$ cat config.mk
export PLATFORM = sky130hd
export DESIGN_NAME = multiplier_arbiter
export DESIGN_NICKNAME = d
export VERILOG_FILES = /design/src/rtl/linalg_pkg.sv /design/src/rtl/rr_picker.sv /design/src/rtl/multiplier_arbiter.sv
export SDC_FILE = /design/constraint.sdc
export NUM_CORES = 1
export LEC_CHECK = 0
export ABC_CLOCK_PERIOD_IN_PS = 5290
export CORE_AREA = 2 2 198 200
export CTS_BUF_LIST = sky130_fd_sc_hd__clkbuf_4 sky130_fd_sc_hd__clkbuf_8
export DETAILED_ROUTE_END_ITERATION = 10
export DIE_AREA = 0 0 200 202
export PLACE_DENSITY = 0.54
export SYNTH_ARGS = -nofsm -noshare
export SYNTH_HDL_FRONTEND = slang
export SYNTH_SLANG_ARGS = --single-unit
export TNS_END_PERCENT = 10
$ cat constraint.sdc
create_clock -name clk -period 5.29 [get_ports clk]
set_input_delay 0.529 -clock clk [delete_from_list [all_inputs] [get_ports clk]]
set_output_delay 0.529 -clock clk [all_outputs]
set_load 0.05 [all_outputs]
$ cat src/rtl/linalg_pkg.sv
// Shared types and constants for the linear-algebra datapath blocks.
package linalg_pkg;

    localparam int unsigned FP32_W = 32;

    typedef enum logic [2:0] {
        StArbitrate,
        StGetOperands,
        StMulIn,
        StMulOut,
        StPutResult
    } arb_state_t;

endpackage

$ cat src/rtl/rr_picker.sv
// Combinational round-robin picker: first set request at ptr, ptr+1, ... modulo N_REQ.
module rr_picker #(
    parameter int unsigned N_REQ = 4,
    parameter int unsigned ID_W  = (N_REQ > 1) ? $clog2(N_REQ) : 1
) (
    input  logic [N_REQ-1:0] req,
    input  logic [ID_W-1:0]  ptr,
    output logic [ID_W-1:0]  winner,
    output logic             any
);

    logic [ID_W:0]   w_sum;
    logic [ID_W-1:0] w_idx;

    // Scan from ptr upward; ptr and offset are both below N_REQ, so one subtraction wraps.
    always_comb begin
        winner = '0;
        any    = 1'b0;
        w_sum  = '0;
        w_idx  = '0;
        for (int k = 0; k < int'(N_REQ); k++) begin
            w_sum = {1'b0, ptr} + (ID_W + 1)'(k);
            if (w_sum >= (ID_W + 1)'(N_REQ)) begin
                w_sum = w_sum - (ID_W + 1)'(N_REQ);
            end
            w_idx = w_sum[ID_W-1:0];
            if (!any && req[w_idx]) begin
                any    = 1'b1;
                winner = w_idx;
            end
        end
    end

endmodule

$ cat src/rtl/multiplier_arbiter.sv
// Round-robin arbiter sharing one stb/ack FP32 multiplier among N_REQ requesters,
// one operation in flight at a time.
module multiplier_arbiter
    import linalg_pkg::*;
#(
    parameter int unsigned N_REQ = 4,
    parameter int unsigned ID_W  = (N_REQ > 1) ? $clog2(N_REQ) : 1
) (
    input  logic                         clk,
    input  logic                         rst,
    input  logic [N_REQ-1:0][FP32_W-1:0] req_a,
    input  logic [N_REQ-1:0][FP32_W-1:0] req_b,
    input  logic [N_REQ-1:0]             req_stb,
    output logic [N_REQ-1:0]             req_ack,
    output logic [N_REQ-1:0][FP32_W-1:0] resp_z,
    output logic [N_REQ-1:0]             resp_stb,
    input  logic [N_REQ-1:0]             resp_ack,
    output logic [FP32_W-1:0]            mul_input_a,
    output logic [FP32_W-1:0]            mul_input_b,
    output logic                         mul_input_a_stb,
    output logic                         mul_input_b_stb,
    input  logic                         mul_input_a_ack,
    input  logic                         mul_input_b_ack,
    input  logic [FP32_W-1:0]            mul_output_z,
    input  logic                         mul_output_z_stb,
    output logic                         mul_output_z_ack,
    output logic                         busy,
    output logic [ID_W-1:0]              grant_id
);

    arb_state_t                   r_state, w_state_d;
    logic [ID_W-1:0]              r_ptr, w_ptr_d;
    logic [ID_W-1:0]              r_grant, w_grant_d;
    logic [N_REQ-1:0]             r_req_ack, w_req_ack_d;
    logic [N_REQ-1:0][FP32_W-1:0] r_resp_z, w_resp_z_d;
    logic [N_REQ-1:0]             r_resp_stb, w_resp_stb_d;
    logic [FP32_W-1:0]            r_mul_a, w_mul_a_d;
    logic [FP32_W-1:0]            r_mul_b, w_mul_b_d;
    logic                         r_a_stb, w_a_stb_d;
    logic                         r_b_stb, w_b_stb_d;
    logic                         r_a_done, w_a_done_d;
    logic                         r_b_done, w_b_done_d;
    logic                         r_z_ack, w_z_ack_d;
    logic                         r_busy, w_busy_d;

    logic [ID_W-1:0] w_winner;
    logic            w_any;
    logic            w_a_fire;
    logic            w_b_fire;

    rr_picker #(
        .N_REQ (N_REQ),
        .ID_W  (ID_W)
    ) u_picker (
        .req    (req_stb),
        .ptr    (r_ptr),
        .winner (w_winner),
        .any    (w_any)
    );

    assign w_a_fire = r_a_stb & mul_input_a_ack;
    assign w_b_fire = r_b_stb & mul_input_b_ack;

    // State register with synchronous active-low reset; reset abandons any transaction.
    always_ff @(posedge clk) begin
        if (!rst) begin
            r_state    <= StArbitrate;
            r_ptr      <= '0;
            r_grant    <= '0;
            r_req_ack  <= '0;
            r_resp_z   <= '0;
            r_resp_stb <= '0;
            r_mul_a    <= '0;
            r_mul_b    <= '0;
            r_a_stb    <= 1'b0;
            r_b_stb    <= 1'b0;
            r_a_done   <= 1'b0;
            r_b_done   <= 1'b0;
            r_z_ack    <= 1'b0;
            r_busy     <= 1'b0;
        end else begin
            r_state    <= w_state_d;
            r_ptr      <= w_ptr_d;
            r_grant    <= w_grant_d;
            r_req_ack  <= w_req_ack_d;
            r_resp_z   <= w_resp_z_d;
            r_resp_stb <= w_resp_stb_d;
            r_mul_a    <= w_mul_a_d;
            r_mul_b    <= w_mul_b_d;
            r_a_stb    <= w_a_stb_d;
            r_b_stb    <= w_b_stb_d;
            r_a_done   <= w_a_done_d;
            r_b_done   <= w_b_done_d;
            r_z_ack    <= w_z_ack_d;
            r_busy     <= w_busy_d;
        end
    end

    // Next-state logic for the five-phase transaction sequencer.
    always_comb begin
        w_state_d    = r_state;
        w_ptr_d      = r_ptr;
        w_grant_d    = r_grant;
        w_req_ack_d  = r_req_ack;
        w_resp_z_d   = r_resp_z;
        w_resp_stb_d = r_resp_stb;
        w_mul_a_d    = r_mul_a;
        w_mul_b_d    = r_mul_b;
        w_a_stb_d    = r_a_stb;
        w_b_stb_d    = r_b_stb;
        w_a_done_d   = r_a_done;
        w_b_done_d   = r_b_done;
        w_z_ack_d    = r_z_ack;

        unique case (r_state)
            StArbitrate: begin
                if (w_any) begin
                    w_grant_d             = w_winner;
                    w_req_ack_d[w_winner] = 1'b1;
                    w_state_d             = StGetOperands;
                end
            end
            StGetOperands: begin
                if (req_stb[r_grant] && r_req_ack[r_grant]) begin
                    w_mul_a_d            = req_a[r_grant];
                    w_mul_b_d            = req_b[r_grant];
                    w_req_ack_d[r_grant] = 1'b0;
                    w_a_stb_d            = 1'b1;
                    w_b_stb_d            = 1'b1;
                    w_state_d            = StMulIn;
                end
            end
            StMulIn: begin
                // Operand channels complete independently, in either order.
                if (w_a_fire) w_a_stb_d = 1'b0;
                if (w_b_fire) w_b_stb_d = 1'b0;
                w_a_done_d = r_a_done | w_a_fire;
                w_b_done_d = r_b_done | w_b_fire;
                if (w_a_done_d && w_b_done_d) begin
                    w_a_done_d = 1'b0;
                    w_b_done_d = 1'b0;
                    w_z_ack_d  = 1'b1;
                    w_state_d  = StMulOut;
                end
            end
            StMulOut: begin
                if (mul_output_z_stb && r_z_ack) begin
                    w_resp_z_d[r_grant]   = mul_output_z;
                    w_resp_stb_d[r_grant] = 1'b1;
                    w_z_ack_d             = 1'b0;
                    w_state_d             = StPutResult;
                end
            end
            StPutResult: begin
                if (r_resp_stb[r_grant] && resp_ack[r_grant]) begin
                    w_resp_stb_d[r_grant] = 1'b0;
                    // The requester just served drops to lowest priority.
                    w_ptr_d   = (r_grant == ID_W'(N_REQ - 1)) ? '0 : r_grant + 1'b1;
                    w_state_d = StArbitrate;
                end
            end
            default: w_state_d = StArbitrate;
        endcase

        w_busy_d = (w_state_d != StArbitrate);
    end

    assign req_ack          = r_req_ack;
    assign resp_z           = r_resp_z;
    assign resp_stb         = r_resp_stb;
    assign mul_input_a      = r_mul_a;
    assign mul_input_b      = r_mul_b;
    assign mul_input_a_stb  = r_a_stb;
    assign mul_input_b_stb  = r_b_stb;
    assign mul_output_z_ack = r_z_ack;
    assign busy             = r_busy;
    assign grant_id         = r_grant;

endmodule

== After elaboration in Yosys (flattened, before gate mapping) ==
Cells that the tools add are included.

* Flip-flop bits (word level): 213
* Bits of input ports: 301
* Output and inout bits: 206
* Logic and storage cells: 147

* Add/sub/neg operators: 8
* $lt $le $gt $ge: 12
* Equality and inequality tests: 12
* Muxes and demuxes: 62
* Bitwise operators: 9
* Reductions and logical operators: 27

{| class="wikitable"
|+ Operator list
! operator !! number
|-
| $bmux W32 S2 || 2
|-
| $bwmux W128 || 1
|-
| $mux W32 || 3
|-
| $demux W32 S2 || 1
|-
| $mux W1 || 21
|-
| $lt A2 B3 Y1 const B || 6
|-
| $mux W2 || 9
|-
| $bmux W1 S2 || 8
|-
| $mux W4 || 4
|-
| $pmux W4 S2 || 2
|-
| $mux W3 || 5
|-
| $pmux W3 S5 || 1
|-
| $reduce_and A3 Y1 || 5
|-
| $ne A2 B2 Y1 const B || 6
|-
| $ge A3 B3 Y1 const B || 3
|-
| $logic_and A1 B1 Y1 || 9
|-
| $and A4 B4 Y4 || 2
|-
| $or A4 B4 Y4 || 2
|-
| $reduce_and A2 Y1 || 4
|-
| $reduce_bool A2 Y1 || 4
|-
| $sub A2 B1 Y2 const B || 4
|-
| $add A2 B2 Y3 const B || 2
|-
| $eq A3 B2 Y1 const B || 2
|-
| $pmux W1 S2 || 3
|-
| other kinds (15) || 21
|}

== Depth between registers and ports, before layout ==
* Depth in word-level cells: 21
* Depth in mapped cells: 10
* Mapped depth without buffers: 5

== By module ==
Synthesis repeated with hierarchy kept, for this count alone.

* Cell total of the unflattened synthesis: 1002
* Area, all modules: 9819.4 um^2

{| class="wikitable"
|+ By module, submodules not included
! module !! instances !! cells an instance !! area each (um^2) !! seq. area each (um^2)
|-
| multiplier_arbiter || 1 || 987 || 9741.8 || 4264.1
|-
| rr_picker || 1 || 15 || 77.6 || 0.0
|}

== Worst setup path before layout ==
OpenSTA, ideal clock, no wires.

* Path kind: flip-flop to flip-flop
* Start point: reg r_grant[1], in the netlist grant_id[1]
* End point: reg r_resp_z, in the netlist resp_z[34]
* Library setup time: 0.070 ns
* Data arrival time: 2.350 ns
* Data required time: 5.220 ns
* Path slack: 2.870 ns
* Stages on the path, launching flop included: 10
* Path buffers: 4
* Period minus slack after synthesis: 2.420 ns
* Cell sequence: dfxtp_1 -> buf_6 -> buf_2 -> buf_1 -> inv_1 -> ha_1 -> nand3_1 -> clkbuf_1 -> nand2_1 -> a21oi_1

* Word-level cells in the longest chain between the ends: 5
* Elaborated cells between the ends (all ways): 6
* Classes of those cells: order compare (2); mux (3); reduce/logical (1)

{| class="wikitable"
|+ Ends and longest elaborated chain
! what !! RTL line !! text
|-
| start, declared || multiplier_arbiter.sv:33 || <nowiki>logic [ID_W-1:0] r_grant, w_grant_d;</nowiki>
|-
| start signal, assigned || multiplier_arbiter.sv:84 || <nowiki>r_grant <= w_grant_d;</nowiki>
|-
| $lt A2 B3 Y1 (implied by the code) / $ge A2 B1 Y1 (equally long branches) || multiplier_arbiter.sv:148 || <nowiki>w_resp_z_d[r_grant] = mul_output_z;</nowiki>
|-
| $logic_and A1 B1 Y1 (implied by the code) || multiplier_arbiter.sv:148 ||
|-
| $mux W32 (implied by the code) || multiplier_arbiter.sv:148 ||
|-
| $demux W32 S2 * || multiplier_arbiter.sv:148 ||
|-
| $bwmux W128 * || multiplier_arbiter.sv:148 ||
|-
| end signal, assigned || multiplier_arbiter.sv:86 || <nowiki>r_resp_z <= w_resp_z_d;</nowiki>
|-
| end, declared || multiplier_arbiter.sv:35 || <nowiki>logic [N_REQ-1:0][FP32_W-1:0] r_resp_z, w_resp_z_d;</nowiki>
|}

Mark *: on every way between the ends. The rest lies on a longest branch, timed or not.
A chain may end at the register's enable or synchronous reset.

== Worst setup path after layout ==
* Start point: reg r_grant[0], in the netlist grant_id[0]
* End point: out grant_id[0]

{| class="wikitable"
|+ RTL lines
! what !! RTL line !! text
|-
| end, declared || multiplier_arbiter.sv:28 || <nowiki>output logic [ID_W-1:0] grant_id</nowiki>
|}

No word-level cell between the ends.

==> impl_metrics.env <==
export IMPL_fillers=3865
export IMPL_min_period_over_period=0.496
export IMPL_rrSetupSlack_ns=2.75
export IMPL_synthesis_area_um2=9270
export IMPL_hold_path_depth=2
export IMPL_hp_class="reg2reg"
export IMPL_p_leak_nw=5.11
export IMPL_status="finished clean"
export IMPL_hold_path_end="mul_input_a[16]"
export IMPL_totalPowerFinal_mw=3.94
export IMPL_cp_max_fo=28
export IMPL_grt_total_usage=0.197
export IMPL_worst_slack_ns=2.67
export IMPL_clock_skew_ns=0.0149
export IMPL_place_hpwl_mm=30.1
export IMPL_drtPass1Iterations=5
export IMPL_routed_via_density=4.61
export IMPL_critPathLaunchType="register"
export IMPL_grt_overflow=0
export IMPL_fp_dieW_um=200
export IMPL_fin_crit_ns=2.62
export IMPL_grt_max_degree=108
export IMPL_clkSinkCount=213
export IMPL_worstSkewPairLatency_ns=0.57
export IMPL_drive_above_1_share=0.104
export IMPL_io_buffers=506
export IMPL_required_ns=4.76
export IMPL_drv_cap=0
export IMPL_ant_nets=0
export IMPL_layout_cells_most_common_list="clkdlybuf4s50_1, nand2_1, dfxtp_1"
export IMPL_holdWs_ns=0.449
export IMPL_cpMaxStageDelayCell="clkdlybuf4s50_1"
export IMPL_finalSetupViolations=0
export IMPL_netlist_instances=1050
export IMPL_fin_nets=1834
export IMPL_path_buf_inv=1
export IMPL_area_growth_synth_to_final_pct=67.6
export IMPL_relSlewSlack=0.339
export IMPL_start_util=0.242
export IMPL_rows=72
export IMPL_cp_arrival_ns=2.09
export IMPL_layout_commonest_cell="clkdlybuf4s50_1"
export IMPL_clock_root_buffer="clkbuf_8"
export IMPL_hold_start="mul_input_a[16]"
export IMPL_holdBufCountCts=0
export IMPL_worstRegToRegCells=4
export IMPL_fin_setup_tns_ns=0
export IMPL_dp_cells=2003
export IMPL_timing_rr_end="mul_input_b[5]"
export IMPL_grt_pass1_vias=9553
export IMPL_tightest_slew_ns=0.991
export IMPL_numCtsBuffers=42
export IMPL_synth_edf_count=0
export IMPL_seqCellArea_um2=4270
export IMPL_critPathTopFamily="buffers and inverters"
export IMPL_clock_path_buffers=3
export IMPL_ys_seq_area_frac=0.460
export IMPL_drtIter0Drc=489
export IMPL_max_clock_freq_mhz=381
export IMPL_antenna_found_initial=5
export IMPL_rsz0062_at_grt="no"
export IMPL_finalHoldViolations=0
export IMPL_path_cells="clkdlybuf4s50_1"
export IMPL_yosys_most_used_dff="dfxtp_1"
export IMPL_fin_area_um2=15500
export IMPL_layout_cells_non_filler=2075
export IMPL_yosysUniqueCellTypes=50
export IMPL_ys_warn_count=0
export IMPL_dieArea_um2=40400
export IMPL_place_gp_congestion=0.905
export IMPL_cpPeakStageDelay_ns=0.90
export IMPL_drc=0
export IMPL_ir_drop_uv=153
export IMPL_synth_seq_cells=213
export IMPL_postCtsSetupBuffers=0
export IMPL_coreArea_um2=38300
export IMPL_placed_cell_area_um2=14700
export IMPL_routed_via_count=9574
export IMPL_p_per_area_nw_per_um2=253
export IMPL_ctsResizeCount=0
export IMPL_syn_avg_cell_area_um2=8.83
export IMPL_clk_pin_slew_ns=0.05
export IMPL_multi_input_area_um2=4600
export IMPL_synth_nets=1355
export IMPL_synthArstFlopShare=0
export IMPL_h_tree_depth=2
export IMPL_endpoint_kind="primary output"
export IMPL_fin_util=0.406
export IMPL_slew_violations=0
export IMPL_cts_tree="built"
export IMPL_io_pins=507
export IMPL_pre_cts_ws_ns=2.31
export IMPL_rr_startpoint="grant_id[0]"
export IMPL_routedWlPerCell_um=19.9
export IMPL_die_height_um=202
export IMPL_grt_pass1_wl_mm=60.1
export IMPL_criticalPathCategory="reg2out"
export IMPL_drt_wl_total_mm=41.3
[report_power, final]
group | internal [mW] | switching [mW] | leakage, nW
clock network | 0.951 | 0.706 | 0.438
logic | 0.346 | 0.280 | 2.96
registers | 1.63 | 0.0233 | 1.72
total | 2.93 | 1.01 | 5.11
[flip-flops by register name (all words and copies together), names as in the netlist, named ones only]
register / count
mul_input_b_stb: 1
r_ptr: 2
mul_input_a_stb: 1
r_state: 3
grant_id: 2
req_ack: 4
busy: 1
r_a_done: 1
r_b_done: 1
mul_input_b: 32
mul_output_z_ack: 1
resp_z: 128
mul_input_a: 32
[worst min-delay path, cell delays in order (launching register included)]
cell and delay (ns):
dfxtp_1 0.30, nand2_1 0.05, a21oi_1 0.05
[final cells by class]
cell class | count | share of cell area
multi-input combinational | 750 | 0.296
sequential | 213 | 0.275
tap | 518 | 0.0417
timing repair buffer | 519 | 0.333
inverter | 3 | 0.00105
clock inverter | 4 | 0.00145
clock buffer | 64 | 0.0514
antenna | 4 | 0.000644
[metal layers]
| layer | wire length, µm | global-route usage | up-vias |
|---|---|---|---|
| li1 | - | - | 4577 |
| met1 | 17000 | 0.240 | 4560 |
| met2 | 20000 | 0.334 | 372 |
| met3 | 3370 | 0.0571 | 63 |
| met4 | 914 | 0.0616 | 2 |
| met5 | 13 | 0 | - |
[synth_stat cells (all sizes together), types with 2 or more instances]
cell    instances  area share
nor4            2      0.0013
nor3b           2      0.0022
nor2            9      0.0036
or3             2      0.0013
and3            4      0.0027
nor2b           4      0.0027
and4b           2      0.0026
clkbuf         50       0.020
nand2b          2      0.0013
a21oi         211        0.12
buf            34       0.024
nand4           2      0.0013
o21ai           4      0.0022
ha              4      0.0054
nand2         395        0.16
dfxtp         213        0.46
or2             2      0.0013
mux4           64        0.16
a41o            4      0.0043
inv             3      0.0012
or3b            2      0.0019
a22o            4      0.0038
nand3           6      0.0032
nand4b          2      0.0019
nor3            4      0.0022
a31oi           2      0.0013
[how the worst max path moves through the flow]
stage | start | end | slack [ns] | cells after the start
after global placement | req_stb[3] | mul_input_b[14] | 2.41 | 6
after global routing | grant_id[0] | mul_input_b[5] | 2.49 | 4
final | grant_id[0] | grant_id[0] | 2.67 | 1
after CTS | grant_id[0] | grant_id[0] | 2.57 | 1
after detailed placement | req_stb[3] | mul_input_b[19] | 2.31 | 6
after floorplan | grant_id[1] | resp_z[34] | 2.87 | 9
[cells by family after synthesis]
group / synth area share
muxes: 0.155
DFF: 0.460
and+or+nand+nor: 0.196
buffers and inverters: 0.0452
AOI/OAI and AO/OA: 0.138
adders and majority gates: 0.00540
(Power assumes the default switching activity.)
